### src/rtl/add_approx_pipe.sv
// Segmented pipelined unsigned adder with optional lower-part-OR approximation
// on the low APPROX_BITS bits and a saturating count of approximation errors.
module add_approx_pipe #(
  parameter int WIDTH       = 8,
  parameter int SEG         = 4,
  parameter int APPROX_BITS = 2,
  parameter int CNT_W       = 16
) (
  input  logic             clk,
  input  logic             rst_n,
  input  logic             in_valid,
  output logic             in_ready,
  input  logic [WIDTH-1:0] a,
  input  logic [WIDTH-1:0] b,
  input  logic             approx_en,
  output logic             out_valid,
  input  logic             out_ready,
  output logic [WIDTH:0]   o,
  output logic             out_approx,
  output logic [CNT_W-1:0] err_cnt,
  input  logic             err_clr
);

  localparam int          NSTG    = WIDTH / SEG;
  localparam int          LI      = (APPROX_BITS > 0) ? APPROX_BITS - 1 : 0;
  localparam bit          APX_ON  = (APPROX_BITS > 0);
  localparam logic [SEG:0] LO_MASK = (SEG + 1)'((1 << APPROX_BITS) - 1);

  function automatic logic [CNT_W-1:0] sat_inc(input logic [CNT_W-1:0] v);
    return (&v) ? v : v + 1'b1;
  endfunction

  logic [NSTG-1:0]            vld_q, vld_d, cy_q, cy_d, apx_q, apx_d, err_q, err_d;
  logic [NSTG-1:0][WIDTH-1:0] a_q, a_d, b_q, b_d, sum_q, sum_d;
  logic [CNT_W-1:0]           err_cnt_q, err_cnt_d;
  logic [SEG:0]               a_seg, b_seg, lo_or, exact0, approx0, s0, seg_sum;
  logic                       loa_c, use_apx, lo_mismatch, en, out_hs;
  logic                       unused_ops;

  assign en         = !vld_q[NSTG-1] || out_ready;
  assign in_ready   = en;
  assign out_hs     = vld_q[NSTG-1] && out_ready;
  assign out_valid  = vld_q[NSTG-1];
  assign o          = {cy_q[NSTG-1], sum_q[NSTG-1]};
  assign out_approx = apx_q[NSTG-1];
  assign err_cnt    = err_cnt_q;
  // Last stage no longer needs its operand copies.
  assign unused_ops = ^{a_q[NSTG-1], b_q[NSTG-1]};

  always_comb begin
    vld_d   = '0;
    cy_d    = '0;
    apx_d   = '0;
    err_d   = '0;
    a_d     = '0;
    b_d     = '0;
    sum_d   = '0;
    seg_sum = '0;

    // Stage 0: segment 0, either exact or with an OR'd low part and LOA carry.
    a_seg       = {1'b0, a[SEG-1:0]};
    b_seg       = {1'b0, b[SEG-1:0]};
    lo_or       = (a_seg | b_seg) & LO_MASK;
    loa_c       = a[LI] & b[LI];
    use_apx     = approx_en && APX_ON;
    exact0      = a_seg + b_seg;
    approx0     = (((a_seg >> APPROX_BITS) + (b_seg >> APPROX_BITS) + (SEG + 1)'(loa_c))
                   << APPROX_BITS) | lo_or;
    lo_mismatch = (lo_or + ((SEG + 1)'(loa_c) << APPROX_BITS))
                  != ((a_seg & LO_MASK) + (b_seg & LO_MASK));
    s0          = use_apx ? approx0 : exact0;

    vld_d[0]           = in_valid;
    a_d[0]             = a;
    b_d[0]             = b;
    apx_d[0]           = approx_en;
    err_d[0]           = use_apx && lo_mismatch;
    sum_d[0][SEG-1:0]  = s0[SEG-1:0];
    cy_d[0]            = s0[SEG];

    // Stages 1..NSTG-1: next segment plus the registered carry.
    for (int k = 1; k < NSTG; k++) begin
      seg_sum  = {1'b0, a_q[k-1][k*SEG +: SEG]} + {1'b0, b_q[k-1][k*SEG +: SEG]}
                 + (SEG + 1)'(cy_q[k-1]);
      vld_d[k] = vld_q[k-1];
      a_d[k]   = a_q[k-1];
      b_d[k]   = b_q[k-1];
      apx_d[k] = apx_q[k-1];
      err_d[k] = err_q[k-1];
      sum_d[k] = sum_q[k-1];
      sum_d[k][k*SEG +: SEG] = seg_sum[SEG-1:0];
      cy_d[k]  = seg_sum[SEG];
    end
  end

  always_comb begin
    err_cnt_d = err_cnt_q;
    if (err_clr) begin
      err_cnt_d = '0;
    end else if (out_hs && err_q[NSTG-1]) begin
      err_cnt_d = sat_inc(err_cnt_q);
    end
  end

  // Whole pipe advances together; a stalled output freezes every stage.
  always_ff @(posedge clk or negedge rst_n) begin
    if (!rst_n) begin
      vld_q <= '0;
      cy_q  <= '0;
      apx_q <= '0;
      err_q <= '0;
      a_q   <= '0;
      b_q   <= '0;
      sum_q <= '0;
    end else if (en) begin
      vld_q <= vld_d;
      cy_q  <= cy_d;
      apx_q <= apx_d;
      err_q <= err_d;
      a_q   <= a_d;
      b_q   <= b_d;
      sum_q <= sum_d;
    end
  end

  always_ff @(posedge clk or negedge rst_n) begin
    if (!rst_n) begin
      err_cnt_q <= '0;
    end else begin
      err_cnt_q <= err_cnt_d;
    end
  end

endmodule

### config.mk
export PLATFORM = sky130hd
export DESIGN_NAME = add_approx_pipe
export DESIGN_NICKNAME = d
export VERILOG_FILES = /design/src/rtl/add_approx_pipe.sv
export SDC_FILE = /design/constraint.sdc
export NUM_CORES = 1
export LEC_CHECK = 0
export BUFFER_PORTS_ARGS = -buffer_cell sky130_fd_sc_hd__buf_2
export CAP_MARGIN = 20
export CORE_AREA = 3 3 95 52
export CTS_BUF_LIST = sky130_fd_sc_hd__clkbuf_4 sky130_fd_sc_hd__clkbuf_8 sky130_fd_sc_hd__clkbuf_16
export DETAILED_ROUTE_END_ITERATION = 12
export DIE_AREA = 0 0 98 55
export PLACE_DENSITY_LB_ADDON = 0.2
export SLEW_MARGIN = 15
export SYNTH_ARGS = -nofsm -noshare
export SYNTH_HDL_FRONTEND = slang
export SYNTH_SLANG_ARGS = --single-unit
### constraint.sdc
create_clock -name clk -period 4.4 [get_ports clk]
set_clock_uncertainty 0.15 [all_clocks]
set_input_delay 0.22 -clock clk [delete_from_list [all_inputs] [get_ports clk]]
set_output_delay 0.22 -clock clk [all_outputs]
set_load 0.02 [all_outputs]
[After elaboration in Yosys (flattened, before gate mapping)]
Index checks and enable logic that the tools add are counted.
Word-level totals
  register bits: 52
  input port bits: 22
  logic and storage cells: 34
Cells by class
  add/sub/neg operators: 8
  equality and inequality tests: 2
  multiplexer cells: 4
  bitwise logic cells: 3
  reductions and logical operators: 8
Operators with widths (number)
  2-to-1 mux 16 bit: 3
  adder 16 x 1 -> 16 bit, second input constant: 1
  AND reduction 16 bit: 1
  adder 4 x 4 -> 5 bit: 2
  adder 2 x 2 -> 3 bit: 2
  adder 5 x 1 -> 5 bit: 1
  2-to-1 mux 5 bit: 1
  bitwise OR 5 x 2 -> 5 bit: 1
  adder 2 x 3 -> 4 bit: 1
  inequality test 4 x 3 -> 1 bit: 1
  adder 3 x 1 -> 3 bit: 1
  logical AND 1 bit: 3
  inequality test 2 bit, second input constant: 1
  bitwise OR 2 bit: 1
  AND reduction 2 bit: 1
  nonzero test 2 bit: 1
  AND 1 bit: 1
  logical NOT 1 bit: 1
  logical OR 1 bit: 1

[Depth between registers and ports, before layout]
Gate-level depths: netlist of run 1.
  depth after elaboration: 4
  depth in mapped cells: 7

[Least setup slack after synthesis of run 1]
Ideal clock, no wire load.
  path type: register to register
  from: register err_cnt_q[0] (netlist: err_cnt[0])
  to: register err_cnt_q[12] (netlist: err_cnt[12])
  library setup time: 0.078 ns
  arrival time: 1.694 ns
  setup slack: 2.478 ns
  cell stages (with the launch flop): 6
  period minus slack after synthesis: 1.922 ns
  path through: dfrtp_1 > ha_1 > nand3_1 > or3_1 > or4_1 > a21oi_1
On the way
  word-level cells in the longest chain between the ends: 4
  elaborated cells between the ends (all ways): 7
RTL lines
  from (decl): RTL line 35  | logic [CNT_W-1:0] err_cnt_q, err_cnt_d;
  from (signal assigned): RTL line 130  | err_cnt_q <= err_cnt_d;
  adder 16 x 1 -> 16 bit: RTL line 30  | return (&v) ? v : v + 1'b1;
  2-to-1 mux 16 bit: RTL line 30
  2-to-1 mux 16 bit: RTL line 100  | end else if (out_hs && err_q[NSTG-1]) begin
  2-to-1 mux 16 bit: RTL line 98  | if (err_clr) begin
Several ways; a longest one is shown, not always the timed one. The select of a mux whose other input is x is not followed.
A chain may end at the register's enable or synchronous reset.

[Worst setup path in the final report of run 1]
  from: register vld_q[1]
  to: output port in_ready
On the way
  word-level cells in the longest chain between the ends: 2
RTL lines
  from (decl): RTL line 33  | logic [NSTG-1:0] vld_q, vld_d, cy_q, cy_d, apx_q, apx_d, err_q, err_d;
  from (signal assigned): RTL line 116  | vld_q <= vld_d;
  logical NOT 1 bit: RTL line 40  | assign en = !vld_q[NSTG-1] || out_ready;
  logical OR 1 bit: RTL line 40
  to (decl): RTL line 12  | output logic in_ready,
No other way between the ends.

==> results of run 1 <==
state kept, by name (all words and copies together) (netlist names):
register and flops:
err_cnt 16, o 8, a_d 4, b_d 4
sum_d 4, apx_q 2, cy_q 2, err_q 2
vld_q 2
path summary, 6_finish.rpt:
check                                     start                      end  slack [ps]  depth (start not counted)
min reg2reg                vld_q[0]$_DFFE_PN0P_     vld_q[1]$_DFFE_PN0P_         310                          1
max                        vld_q[1]$_DFFE_PN0P_                 in_ready        2000                          4
max reg2reg                vld_q[1]$_DFFE_PN0P_      cy_q[0]$_DFFE_PN0P_        2310                          5
min                                        b[4]      b_d[12]$_DFFE_PN0P_          10                          3
max in group asynchronous                 rst_n     sum_d[8]$_DFFE_PN0P_        3040                          2
min in group asynchronous                 rst_n  err_cnt[13]$_DFFE_PN0P_         470                          2
tightest hold or removal path: stages:
cell     delay [ps]
buf_2            80
nand2_1          50
o21ai_0          60
cell families after synthesis:
| kind of cell | after synthesis |
|---|---|
| buffers and inverters | 30 |
| adder cells (fa/ha/maj) | 16 |
| AND/OR/NAND/NOR | 109 |
| flip-flops | 44 |
| multiplexers | 2 |
| AO/OA/AOI/OAI | 57 |
| XOR/XNOR | 2 |
metal layers:
layer / global-route usage [%] / routed length (um) / vias to the layer above
met5: 0 / 0 / -
met4: 4.60 / 13 / 0
met3: 5.63 / 396 / 2
met2: 30.1 / 2110 / 66
met1: 30.2 / 2630 / 930
li1: - / - / 999
cell type report:
class	instances	share of cell area, %
timing repair buffer	59	12.2
multi-input combinational	186	40.8
clock buffer	6	2.73
clock inverter	1	0.179
inverter	17	2.28
tap	57	2.55
sequential	44	39.3
power breakdown:
| part | switching (mW) | internal (mW) | leakage (nW) |
|---|---|---|---|
| registers | 0.0291 | 0.459 | 0.556 |
| logic | 0.145 | 0.0880 | 0.760 |
| clock network | 0.128 | 0.114 | 0.0445 |
cell usage after synthesis:
cell type | number | area [um^2]
o21a_1 | 1 | 7.51
or3_4 | 1 | 11.3
and3_2 | 1 | 7.51
buf_2 | 1 | 5.00
nand4_2 | 1 | 12.5
o21ba_2 | 1 | 10.0
or2_2 | 1 | 6.26
o22ai_1 | 1 | 6.26
xnor2_1 | 2 | 17.5
a21boi_0 | 1 | 7.51
inv_1 | 17 | 63.8
nor2b_1 | 5 | 31.3
fa_1 | 5 | 100
a211oi_1 | 1 | 7.51
buf_4 | 1 | 7.51
nor4_1 | 3 | 18.8
mux2i_1 | 1 | 10.0
nor3b_1 | 2 | 15.0
a21oi_1 | 20 | 100
o31ai_1 | 7 | 52.6
nand4_1 | 6 | 37.5
or4_1 | 5 | 37.5
mux2_2 | 1 | 11.3
a31oi_1 | 1 | 6.26
o311ai_0 | 1 | 8.76
or3_1 | 9 | 56.3
o21ai_0 | 23 | 115
clkdlybuf4s25_2 | 1 | 10.0
dfrtp_1 | 44 | 1100
nand2_1 | 56 | 210
buf_1 | 1 | 3.75
nand3_1 | 6 | 30.0
clkbuf_1 | 8 | 30.0
and4_1 | 1 | 8.76
nor2_1 | 8 | 30.0
nand2b_1 | 1 | 6.26
and3_1 | 3 | 18.8
clkbuf_2 | 1 | 5.00
ha_1 | 11 | 138
stage by stage:
step	worst slack (ps)	instance area (um^2)
floorplan	2480	2360
global placement	2400	2640
detailed placement	2330	2640
CTS	2020	2800
global route	1840	2800
finish	2000	2800
==> results.json, run 1 <==
{
  "synth_seq_area_share_pct": 46.6,
  "path_cells": "nor2b_1 > buf_4 > inv_1 > buf_2",
  "ys_types": 39,
  "tns_ps": 0,
  "arrival_ps": 2030,
  "core-area_mm2": 0.00423,
  "synth-seq-cells": 44,
  "grt_usage_pct": 20.4,
  "first_pass_iters": 4,
  "ir_worst_vdd_v": 0.000163,
  "synth_fa_ha_area_share_pct": 10.1,
  "synth_nets": 298,
  "rows": 17,
  "cts.repair.resized": 0,
  "period_share_pct": 54.5,
  "drc": 0,
  "cp.required_ps": 4030,
  "critPathTopFamily": "buffers and inverters",
  "regArea_mm2": 0.00110,
  "synth_top_family_by_area": "simple AND/OR/NAND/NOR gates",
  "grt_pass1_vias": 1856,
  "syn_avg_cell_area_um2": 9.09,
  "fillers": 374,
  "stdcell_count": 370,
  "antenna_found_initial": 0,
  "power_density_mw_per_mm2": 344,
  "clock_latency_ps": 280,
  "hold_violations": 0,
  "grt-ovfl-total": 0,
  "tightestPinTransition_ps": 952,
  "synth_xor_area_share_pct": 0.742,
  "cts_setup_buffers": 0,
  "die_y_um": 55,
  "cts.sinks": 44,
  "final_common_cell": "nand2_1",
  "syn_inst": 260,
  "grt_first_pass_wirelength_um": 8630,
  "path_max_fanout": 32,
  "min_period_ps": 2400,
  "path_buf_inv": 3,
  "dieWidth_um": 98,
  "utilization_pct": 66.2,
  "hpwl_um": 3770,
  "crit_path_top_delay_cell": "inv_1",
  "hold_class": "in2reg",
  "routabilityCongestion": 0.804,
  "drtAntennaViolNets": 0,
  "drt_iter0_markers": 135,
  "rsz0062_at_grt": "false",
  "criticalPathCategory": "reg2out",
  "clockRootBuffer": "clkbuf_8",
  "max_freq_mhz": 417,
  "wl_um": 5140,
  "yosys_warnings": 0,
  "drive_gt1_share_pct": 20.8,
  "p_leak_nw": 1.36,
  "cpPeakStageDelay_ps": 680,
  "cp-start-kind": "register",
  "cts_buffers": 5,
  "multi_input_area_mm2": 0.00114,
  "num_vias": 1997,
  "start_util_pct": 55.8,
  "hold_buffers": 8,
  "placedCellCount": 355,
  "power_mw": 0.963,
  "max_slew_margin_pct": 36.5,
  "synth_compound_gate_area_share_pct": 13.6,
  "clk_path_buf_depth": 2,
  "grt_max_degree": 45,
  "finalSetupViolCount": 0,
  "cts_tree": "done",
  "fin_nets": 351,
  "clk_pin_slew_ps": 80,
  "area_growth_pct": 18.5,
  "yosys.area_share.simple_pct": 22.8,
  "drv_slew": 0,
  "final_cell_mix": "nand2_1, buf_2, dfrtp_1",
  "pin_count": 50,
  "outcome": "completed",
  "portBuffers": 49,
  "synthMuxAreaShare_pct": 0.900,
  "worst_hold_slack_ps": 10.3,
  "crit_path_end_kind": "primary output",
  "diodes": 0,
  "die_area_mm2": 0.00539,
  "cts.htree.levels": 2,
  "syn_area_mm2": 0.00236,
  "wl_per_cell_um": 13.9,
  "avgViaCountPerCell": 5.40,
  "maxCapViolCount": 0
}
(Power assumes the default switching activity.)
==> run 2: changes to the inputs <==
- CORE_AREA: 3 3 95 52 -> 3 3 103 56
- DIE_AREA: 0 0 98 55 -> 0 0 106 59
- clock period: 4.4 -> 2.17 ns (I/O delays scaled with it)
==> results.json, run 2 (synthesized netlist as in run 1, its figures left out) <==
{
  "max_slew_margin_pct": 58.7,
  "grt_first_pass_wirelength_um": 8380,
  "drv_slew": 0,
  "cts_setup_buffers": 0,
  "min_period_ps": 1970,
  "clockRootBuffer": "clkbuf_8",
  "arrival_ps": 2010,
  "portBuffers": 49,
  "finalSetupViolCount": 0,
  "avgViaCountPerCell": 5.11,
  "period_share_pct": 90.9,
  "power.internal_mw": 1.37,
  "crit_path_end_kind": "register",
  "cpPeakStageDelay_ps": 460,
  "maxCapViolCount": 0,
  "utilization_pct": 59.6,
  "met2_usage_pct": 30.5,
  "power_mw": 2.00,
  "fin_nets": 357,
  "grt_use_met1_pct": 19.8,
  "dieWidth_um": 106,
  "grt_usage_pct": 16.6,
  "antenna_found_initial": 0,
  "path_buf_inv": 0,
  "core-area_mm2": 0.00486,
  "rsz0062_at_grt": "false",
  "grt_use_met3_pct": 3.81,
  "ir_worst_vdd_v": 0.000328,
  "cts_tree": "done",
  "crit_path_top_delay_cell": "or3_4",
  "hold_class": "in2reg",
  "hpwl_um": 3660,
  "cts.sinks": 44,
  "final_common_cell": "nand2_1",
  "power_switching_mw": 0.623,
  "tightestPinTransition_ps": 613,
  "wl_um": 4910,
  "area_growth_pct": 22.7,
  "grt_pass1_vias": 1910,
  "start_util_pct": 48.6,
  "gr-max-usage-layer": "met2",
  "cp.required_ps": 2200,
  "hold_violations": 0,
  "clk_pin_slew_ps": 80,
  "wl_per_cell_um": 12.6,
  "diodes": 0,
  "die_area_mm2": 0.00625,
  "drtAntennaViolNets": 0,
  "critPathTopFamily": "simple AND/OR/NAND/NOR gates",
  "die_y_um": 59,
  "final_cell_mix": "nand2_1, buf_2, dfrtp_1",
  "pwr-share-clk_pct": 26.8,
  "max_freq_mhz": 507,
  "routabilityCongestion": 0.881,
  "combinationalPowerShare_pct": 23.8,
  "cts.htree.levels": 2,
  "pin_count": 50,
  "clk_path_buf_depth": 2,
  "cts_buffers": 5,
  "power_density_mw_per_mm2": 689,
  "drt_iter0_markers": 63,
  "grt_max_degree": 30,
  "largest_reg_flops": 16,
  "path_max_fanout": 8,
  "first_pass_iters": 4,
  "p_leak_nw": 1.39,
  "path_cells": "nand3_1 > or3_4 > nor4_1 > mux2_2",
  "clock_latency_ps": 300,
  "grt-ovfl-total": 0,
  "tns_ps": 0,
  "drive_gt1_share_pct": 21.6,
  "criticalPathCategory": "reg2reg",
  "num_vias": 1992,
  "drc": 0,
  "cp-start-kind": "register",
  "rows": 18,
  "outcome": "completed",
  "switching_share_pct": 31.2,
  "pwr-share-seq_pct": 49.4
}
run 2: cell count changes in the layout (fill, tap and decap cells not counted):
cell / change
buf_12: +1
buf_4: +2
clkbuf_4: -1
clkbuf_8: +1
clkinv_2: -1
clkinvlp_4: +2
dlygate4sd3_1: +3
run 2: tightest hold or removal path: stages:
cell and delay [ps]:
buf_2 100, nor2b_1 50, inv_1 100, nand2b_1 70
run 2: repair_timing:
item,4_1_cts,5_1_grt
hold buffers,11,0
resized for setup,0,0
hold endpoints to repair,35,0
run 2: path summary, 6_finish.rpt:
kind,start,slack (ps),endpoint,depth (start not counted)
max,err_q[1]$_DFFE_PN0P_,200,err_cnt[15]$_DFFE_PN0P_,4
max in group asynchronous,rst_n,1090,err_cnt[0]$_DFFE_PN0P_,3
min in group asynchronous,rst_n,200,err_cnt[14]$_DFFE_PN0P_,2
max reg2reg,err_q[1]$_DFFE_PN0P_,200,err_cnt[15]$_DFFE_PN0P_,4
min,out_ready,20,vld_q[1]$_DFFE_PN0P_,4
min reg2reg,vld_q[0]$_DFFE_PN0P_,310,vld_q[0]$_DFFE_PN0P_,2
run 2: per-stage QoR:
step / hold WS, ps / worst slack, ps / cells / cell area [um^2]
2_1_floorplan: -337 / 248 / 260 / 2360
3_3_place_gp: -7.17 / 289 / 371 / 2690
3_5_place_dp: 4.29 / 219 / 371 / 2690
4_1_cts: 5.06 / 187 / 390 / 2900
5_1_grt: 55.7 / 37.1 / 390 / 2900
6_report: 15.6 / 197 / 390 / 2900
run 2: layer usage:
metal | vias up | wire length (um)
li1 | 1006 | -
met1 | 939 | 2220
met2 | 40 | 2400
met3 | 7 | 223
met4 | 0 | 66
met5 | - | 0
run 2: layout make-up:
type                    instances  area, um^2
clock buffers                   6        82.6
repair buffers                 65         405
multi-input cells             186        1140
fillers                       442        1970
flip-flops and latches         44        1100
inverters                      17        63.8
clock inverters                 2        15.0
well taps                      70        87.6
run 2: power by group through the flow:
| stage | Combinational (mW) | Clock (mW) | Sequential, mW |
|---|---|---|---|
| detailed placement | 0.471 | 0 | 1.01 |
| floorplan | 0.244 | 0 | 1.07 |
| global route | 0.538 | 0.593 | 1.01 |
| global placement | 0.458 | 0 | 1.00 |
| CTS | 0.486 | 0.563 | 0.989 |
| finish | 0.475 | 0.536 | 0.987 |
